**src/rtl/phase_seq_pkg.sv**
```systemverilog
// -----------------------------------------------------------------------------
// phase_seq_pkg
// Shared definitions for the instruction phase sequencer:
//   - state_t   : one-hot state encoding of the sequencer FSM
//   - OP_*      : opcode values and don't-care masks (a 0 mask bit is "x")
//   - is_stop() / is_two_phase() : opcode classification helpers
// Any opcode that is neither stop nor two-phase is a single-phase opcode.
// -----------------------------------------------------------------------------
package phase_seq_pkg;

    localparam int OP_W = 5;

    typedef enum logic [4:0] {
        S_HALT   = 5'b00001,
        S_FETCH  = 5'b00010,
        S_EXEC1  = 5'b00100,
        S_EXEC2  = 5'b01000,
        S_PAUSED = 5'b10000
    } state_t;

    localparam logic [OP_W-1:0] OP_STP      = 5'b00000;
    localparam logic [OP_W-1:0] OP_STP_MASK = 5'b11111;
    localparam logic [OP_W-1:0] OP_ADM      = 5'b00010;   // 0001x
    localparam logic [OP_W-1:0] OP_ADM_MASK = 5'b11110;
    localparam logic [OP_W-1:0] OP_SBM      = 5'b00110;   // 0011x
    localparam logic [OP_W-1:0] OP_SBM_MASK = 5'b11110;
    localparam logic [OP_W-1:0] OP_LDR      = 5'b01110;
    localparam logic [OP_W-1:0] OP_LDR_MASK = 5'b11111;
    localparam logic [OP_W-1:0] OP_LDA      = 5'b11000;   // 110xx
    localparam logic [OP_W-1:0] OP_LDA_MASK = 5'b11100;

    function automatic logic op_match(input logic [OP_W-1:0] op,
                                      input logic [OP_W-1:0] val,
                                      input logic [OP_W-1:0] mask);
        return (op & mask) == (val & mask);
    endfunction

    function automatic logic is_stop(input logic [OP_W-1:0] op);
        return op_match(op, OP_STP, OP_STP_MASK);
    endfunction

    function automatic logic is_two_phase(input logic [OP_W-1:0] op);
        return op_match(op, OP_ADM, OP_ADM_MASK) |
               op_match(op, OP_SBM, OP_SBM_MASK) |
               op_match(op, OP_LDR, OP_LDR_MASK) |
               op_match(op, OP_LDA, OP_LDA_MASK);
    endfunction

endpackage

```
**src/rtl/phase_perf_cnt.sv**
```systemverilog
// -----------------------------------------------------------------------------
// phase_perf_cnt
// Performance counters for the phase sequencer. Both counters wrap modulo
// 2^CNT_W and hold whenever their increment condition is low.
// Ports:
//   clk, rst_n  : core clock, asynchronous active-low reset
//   active      : sequencer is in a fetch or execute phase this cycle
//   instr_done  : last execute phase of a completed instruction
//   cycle_cnt   : number of active cycles
//   instr_cnt   : number of completed instructions
// -----------------------------------------------------------------------------
module phase_perf_cnt #(
    parameter int CNT_W = 16
) (
    input  logic             clk,
    input  logic             rst_n,
    input  logic             active,
    input  logic             instr_done,
    output logic [CNT_W-1:0] cycle_cnt,
    output logic [CNT_W-1:0] instr_cnt
);

    always_ff @(posedge clk or negedge rst_n) begin
        if (!rst_n) begin
            cycle_cnt <= '0;
            instr_cnt <= '0;
        end else begin
            if (active)     cycle_cnt <= cycle_cnt + 1'b1;
            if (instr_done) instr_cnt <= instr_cnt + 1'b1;
        end
    end

endmodule

```
**src/rtl/phase_sequencer.sv**
```systemverilog
// -----------------------------------------------------------------------------
// phase_sequencer
// Drives the fetch / execute phase strobes for the 16-bit core. Each
// instruction is fetched (fe), then executed in one (e1) or two (e1, e2)
// phases depending on its opcode; the stop opcode halts the core. Pause and
// single-step requests are honoured only at instruction boundaries.
// Ports:
//   clk, rst_n  : core clock (rising edge), asynchronous active-low reset
//   instr_op    : opcode field of the fetched instruction, valid in EXEC1
//   start       : pulse, leaves HALT
//   pause_req   : level, pause at the next instruction boundary
//   step_mode   : level, pause after every instruction
//   step        : pulse, releases one instruction from PAUSED in step mode
//   fe, e1, e2  : phase strobes (fetch, execute 1, execute 2)
//   halted      : in HALT
//   paused      : in PAUSED
//   instr_done  : last execute phase of a non-stop instruction
// Optional build macro PHASE_SEQ_PERF_CNT_EN adds cycle_cnt / instr_cnt.
// -----------------------------------------------------------------------------
module phase_sequencer
    import phase_seq_pkg::*;
#(
    parameter bit START_RUNNING = 1'b1,
    parameter int CNT_W         = 16
) (
    input  logic            clk,
    input  logic            rst_n,
    input  logic [OP_W-1:0] instr_op,
    input  logic            start,
    input  logic            pause_req,
    input  logic            step_mode,
    input  logic            step,
    output logic            fe,
    output logic            e1,
    output logic            e2,
    output logic            halted,
    output logic            paused,
    output logic            instr_done
`ifdef PHASE_SEQ_PERF_CNT_EN
    ,
    output logic [CNT_W-1:0] cycle_cnt,
    output logic [CNT_W-1:0] instr_cnt
`endif
);

    localparam state_t RESET_STATE = START_RUNNING ? S_FETCH : S_HALT;

    state_t state_q;
    state_t state_d;
    state_t boundary_state;

    // ---------------- state register ----------------
    // NOTE: sequential state uses non-blocking assignments so every flop
    // samples the pre-edge value regardless of process evaluation order.
    always_ff @(posedge clk or negedge rst_n) begin
        if (!rst_n) state_q <= RESET_STATE;
        else        state_q <= state_d;
    end

    // ---------------- next-state logic ----------------
    // NOTE: state_d gets a default before the case so no path leaves it
    // unassigned, which would otherwise infer a latch.
    always_comb begin
        boundary_state = (pause_req | step_mode) ? S_PAUSED : S_FETCH;
        state_d        = state_q;
        unique case (state_q)
            S_HALT:   if (start) state_d = S_FETCH;
            S_FETCH:  state_d = S_EXEC1;
            S_EXEC1: begin
                if (is_stop(instr_op))           state_d = S_HALT;
                else if (is_two_phase(instr_op)) state_d = S_EXEC2;
                else                             state_d = boundary_state;
            end
            S_EXEC2:  state_d = boundary_state;
            S_PAUSED: if (!pause_req && (!step_mode || step)) state_d = S_FETCH;
            default:  state_d = S_HALT;   // illegal one-hot code: park safely
        endcase
    end

    // ---------------- output decode ----------------
    // The reset state for START_RUNNING=1 is FETCH, but no strobe may be
    // shown while reset is held, so the strobes are qualified by rst_n.
    // halted is left unqualified so it reads !START_RUNNING during reset.
    always_comb begin
        fe         = rst_n && (state_q == S_FETCH);
        e1         = rst_n && (state_q == S_EXEC1);
        e2         = rst_n && (state_q == S_EXEC2);
        paused     = rst_n && (state_q == S_PAUSED);
        halted     = (state_q == S_HALT);
        instr_done = e2 || (e1 && !is_stop(instr_op) && !is_two_phase(instr_op));
    end

`ifdef PHASE_SEQ_PERF_CNT_EN
    phase_perf_cnt #(
        .CNT_W (CNT_W)
    ) u_perf_cnt (
        .clk        (clk),
        .rst_n      (rst_n),
        .active     (fe | e1 | e2),
        .instr_done (instr_done),
        .cycle_cnt  (cycle_cnt),
        .instr_cnt  (instr_cnt)
    );
`else
    // Counters are not built; CNT_W is kept so the parameter list is the
    // same in both builds.
    localparam int unused_cnt_w = CNT_W;
`endif

endmodule
```
**config.mk**
```make
export PLATFORM = sky130hd
export DESIGN_NAME = phase_sequencer
export DESIGN_NICKNAME = d
export VERILOG_FILES = /design/src/rtl/phase_seq_pkg.sv /design/src/rtl/phase_perf_cnt.sv /design/src/rtl/phase_sequencer.sv
export SDC_FILE = /design/constraint.sdc
export NUM_CORES = 1
export LEC_CHECK = 0
export BUFFER_PORTS_ARGS = -buffer_cell sky130_fd_sc_hd__buf_2
export CORE_AREA = 2 2 39 41
export CTS_CLUSTER_DIAMETER = 200
export DETAILED_ROUTE_END_ITERATION = 8
export DIE_AREA = 0 0 41 43
export REMOVE_ABC_BUFFERS = 1
export SLEW_MARGIN = 5
export SYNTH_ARGS = -nofsm -noshare
export SYNTH_HDL_FRONTEND = slang
export SYNTH_SLANG_ARGS = --single-unit
```
**constraint.sdc**
```tcl
create_clock -name clk -period 1.35 [get_ports clk]
set_input_delay 0.2025 -clock clk [delete_from_list [all_inputs] [get_ports clk]]
set_output_delay 0.2025 -clock clk [all_outputs]
set_load 0.02 [all_outputs]
```
==> qor.txt <==
status: finished, violations left
failing checks: negative setup slack
buffer depth of the longest clock path: 2
clock buffer count from CTS: 3
Root Buffer Master: clkbuf_4
VDD IR max: 0.000788 V
Core Area: 1380 µm²
GR Overflow Total: 0
crit-path max FO: 6
Die H: 43 µm
data arrival time of the worst path: 1.48 ns
Final nets: 108
final wirelength: 1.42 mm
Avg Cell Area, Syn: 7.68 µm²
DRC: 0
Initial Utilization: 28.3%
Rows: 14
die footprint: 1760 µm²
sw frac: 38.1%
Finished Layout Cells: 112
worst setup margin: -0.330 ns
clock sink count: 5
Peak Freq: 595 MHz
reg2reg end: state_q[1]$_DFFE_PN1P_
Sw Pwr: 494 µW
cell count after synthesis: 51
Critical Path Source: state_q[4]$_DFFE_PN0P_
fill cell count: 116
htree depth: 1
setup TNS: -1.82 ns
setup slack, reg-to-reg: -0.23 ns
worst slew pin tran: 0.320 ns
HP Class: in -> reg
drt initial violations: 7
PortBufs: 16
crit end category: primary output
clock share of power: 12.9%
critical path type: reg -> out
TritonCTS clock tree: yes
final hold violations: 0
number of flip-flops under the largest register name: 5
FF+latch count, synth: 5
clock latency at the later pin of the worst-skew pair: 0.24 ns
Static Leak: 0.417 nW
origin of the critical flop-to-flop path: state_q[4]$_DFFE_PN0P_
Reg area: 128 µm²
YS warnings: 0
placed inst area: 627 µm²
sequential group share of total power: 18.3%
Area growth syn-to-layout: 116%
drt first pass iters: 4
first-pass GRT wire length: 2.03 mm
routed length per instance: 12.6 µm
crit share post-route: 124%
# setup viols final: 9
largest net degree at the start of global routing: 7
HPWL after DPL: 858 µm
CP Capture Point: fe
vias in the first global route: 454
Die W: 41 µm
final antenna-violating net count: 0
diodes inserted: 0
fin. max-slew vios: 0
Comb pwr share: 68.8%
Non-Filler Cell Area, Final: 845 µm²
Top reg by flops: state_q
number of max-cap violations: 0
Global Route Usage Sum: 17.0%
biggest regs: state_q (5)
P per Cell Area: 1540 nW/µm²
DR vias: 546
DP Cell Count: 101
area of the multi-input gates: 345 µm²
Layout Utilization: 61.0%
RD Place Congestion: 0.746
io pins: 17
Post-Syn Area: 392 µm²
Via density: 4.88
post-synthesis sequential area ratio: 32.3%
unique cell type count in the Yosys netlist: 22
RSZ-0062 raised after global routing: true
Reg2Reg Depth: 6
Worst Skew: 0.00181 ns
initial antenna violation count: 0
required time worst endpoint: 1.15 ns
Worst-path clk slew: 0.04 ns
min cycle time layout: 1.68 ns
Slew headroom: 78.6%
Int Power: 803 µW
Startpoint Class: flop
layout cells sized above 1: 67.7%
==> power by group through the flow <==
| stage | clock network [mW] | registers [mW] | logic, mW |
|---|---|---|---|
| final | 0.168 | 0.237 | 0.893 |
| after CTS | 0.175 | 0.231 | 0.756 |
| after floorplan | 0 | 0.226 | 0.238 |
| after global placement | 0 | 0.219 | 0.557 |
| after global routing | 0.185 | 0.239 | 0.953 |
| after detailed placement | 0 | 0.221 | 0.559 |
==> layout make-up <==
cell class	instances	share of cell area, %
repair buffers	41	36.7
clock buffers	4	3.11
inverters	4	1.78
multi-input cells	42	40.9
flip-flops and latches	5	15.1
well taps	16	2.37
==> layer usage <==
layer,wire length (µm),vias to the layer above,GRT usage [%]
li1,-,269,-
met1,606,268,24.6
met2,767,9,24.7
met3,42,0,1.57
met4,0,0,8.00
met5,0,-,0
==> synthesized netlist by cell type <==
master     n  share of area [%]
a21oi_2    1                2.2
nor3_2     1                2.6
dfrtp_1    4                 26
dfstp_2    1                6.7
nor2_1    14                 13
o21ai_0    1                1.3
and3_1     1                1.6
nand2b_1   2                3.2
nand2_1    4                3.8
nor2b_1    3                4.8
nor3b_1    1                1.9
and2_1     1                1.6
nand3_1    3                3.8
a41oi_2    1                4.2
or4_4      1                2.9
or2b_1     1                1.9
o311ai_1   1                2.2
inv_1      4                3.8
a311oi_1   1                2.2
a21oi_1    3                3.8
o211ai_2   1                3.2
o31ai_2    1                3.2
==> timing repair <==
action	in CTS	in global routing
setup endpoints to repair	9	9
resized for setup	24	11
pin swaps	5	2
hold endpoints to repair	4	0
hold buffers	2	0
setup buffers	4	1
==> stage by stage <==
stage                     hold WS (ns)  total power, mW  worst slack, ns
after floorplan                -0.0931            0.464           -0.163
after detailed placement        0.0472            0.780           -0.263
after CTS                        0.243             1.16           -0.350
final                            0.253             1.30           -0.330
after global placement          0.0453            0.775           -0.248
after global routing             0.272             1.38           -0.392
==> cell families after synthesis <==
logic type / share of synthesized area, %
AND/OR/NAND/NOR: 41.5
flip-flops: 32.3
buffers and inverters: 3.83
AO/OA/AOI/OAI: 22.4
==> critical path, stage by stage (launching register included) <==
cell and delay, ns:
dfrtp_1 0.40, buf_4 0.18, nor3b_2 0.19, nand2_1 0.13, buf_6 0.14, nor2_4 0.07
buf_6 0.12
==> cell usage in the layout (no fill, tap or decap) <==
master / count
buf_4: 23
nor2_1: 10
buf_2: 10
buf_6: 6
inv_1: 4
nor2_4: 3
nand2_1: 3
nor2b_2: 3
clkbuf_4: 3
dfrtp_1: 3
nand3_2: 2
nand2b_1: 2
a21oi_2: 2
a21oi_1: 2
dlygate4sd3_1: 2
nor2_2: 1
nor3b_2: 1
nor3_4: 1
and3_4: 1
nand2_4: 1
or2b_1: 1
or4_4: 1
o211ai_2: 1
o31ai_2: 1
and2_1: 1
o21ai_1: 1
o311ai_2: 1
a311oi_4: 1
nand3_1: 1
a41oi_2: 1
clkbuf_1: 1
dfstp_2: 1
dfrtp_2: 1
==> worst min path at each step <==
stage,startpoint,end,depth (start not counted)
2_1_floorplan,rst_n,state_q[0]$_DFFE_PN0P_,0
3_3_place_gp,rst_n,state_q[4]$_DFFE_PN0P_,1
3_5_place_dp,rst_n,state_q[4]$_DFFE_PN0P_,1
4_1_cts,step_mode,state_q[4]$_DFFE_PN0P_,3
5_1_grt,step_mode,state_q[4]$_DFFE_PN0P_,3
6_report,step_mode,state_q[4]$_DFFE_PN0P_,3
Note: power is estimated with default switching activity, not from simulation.
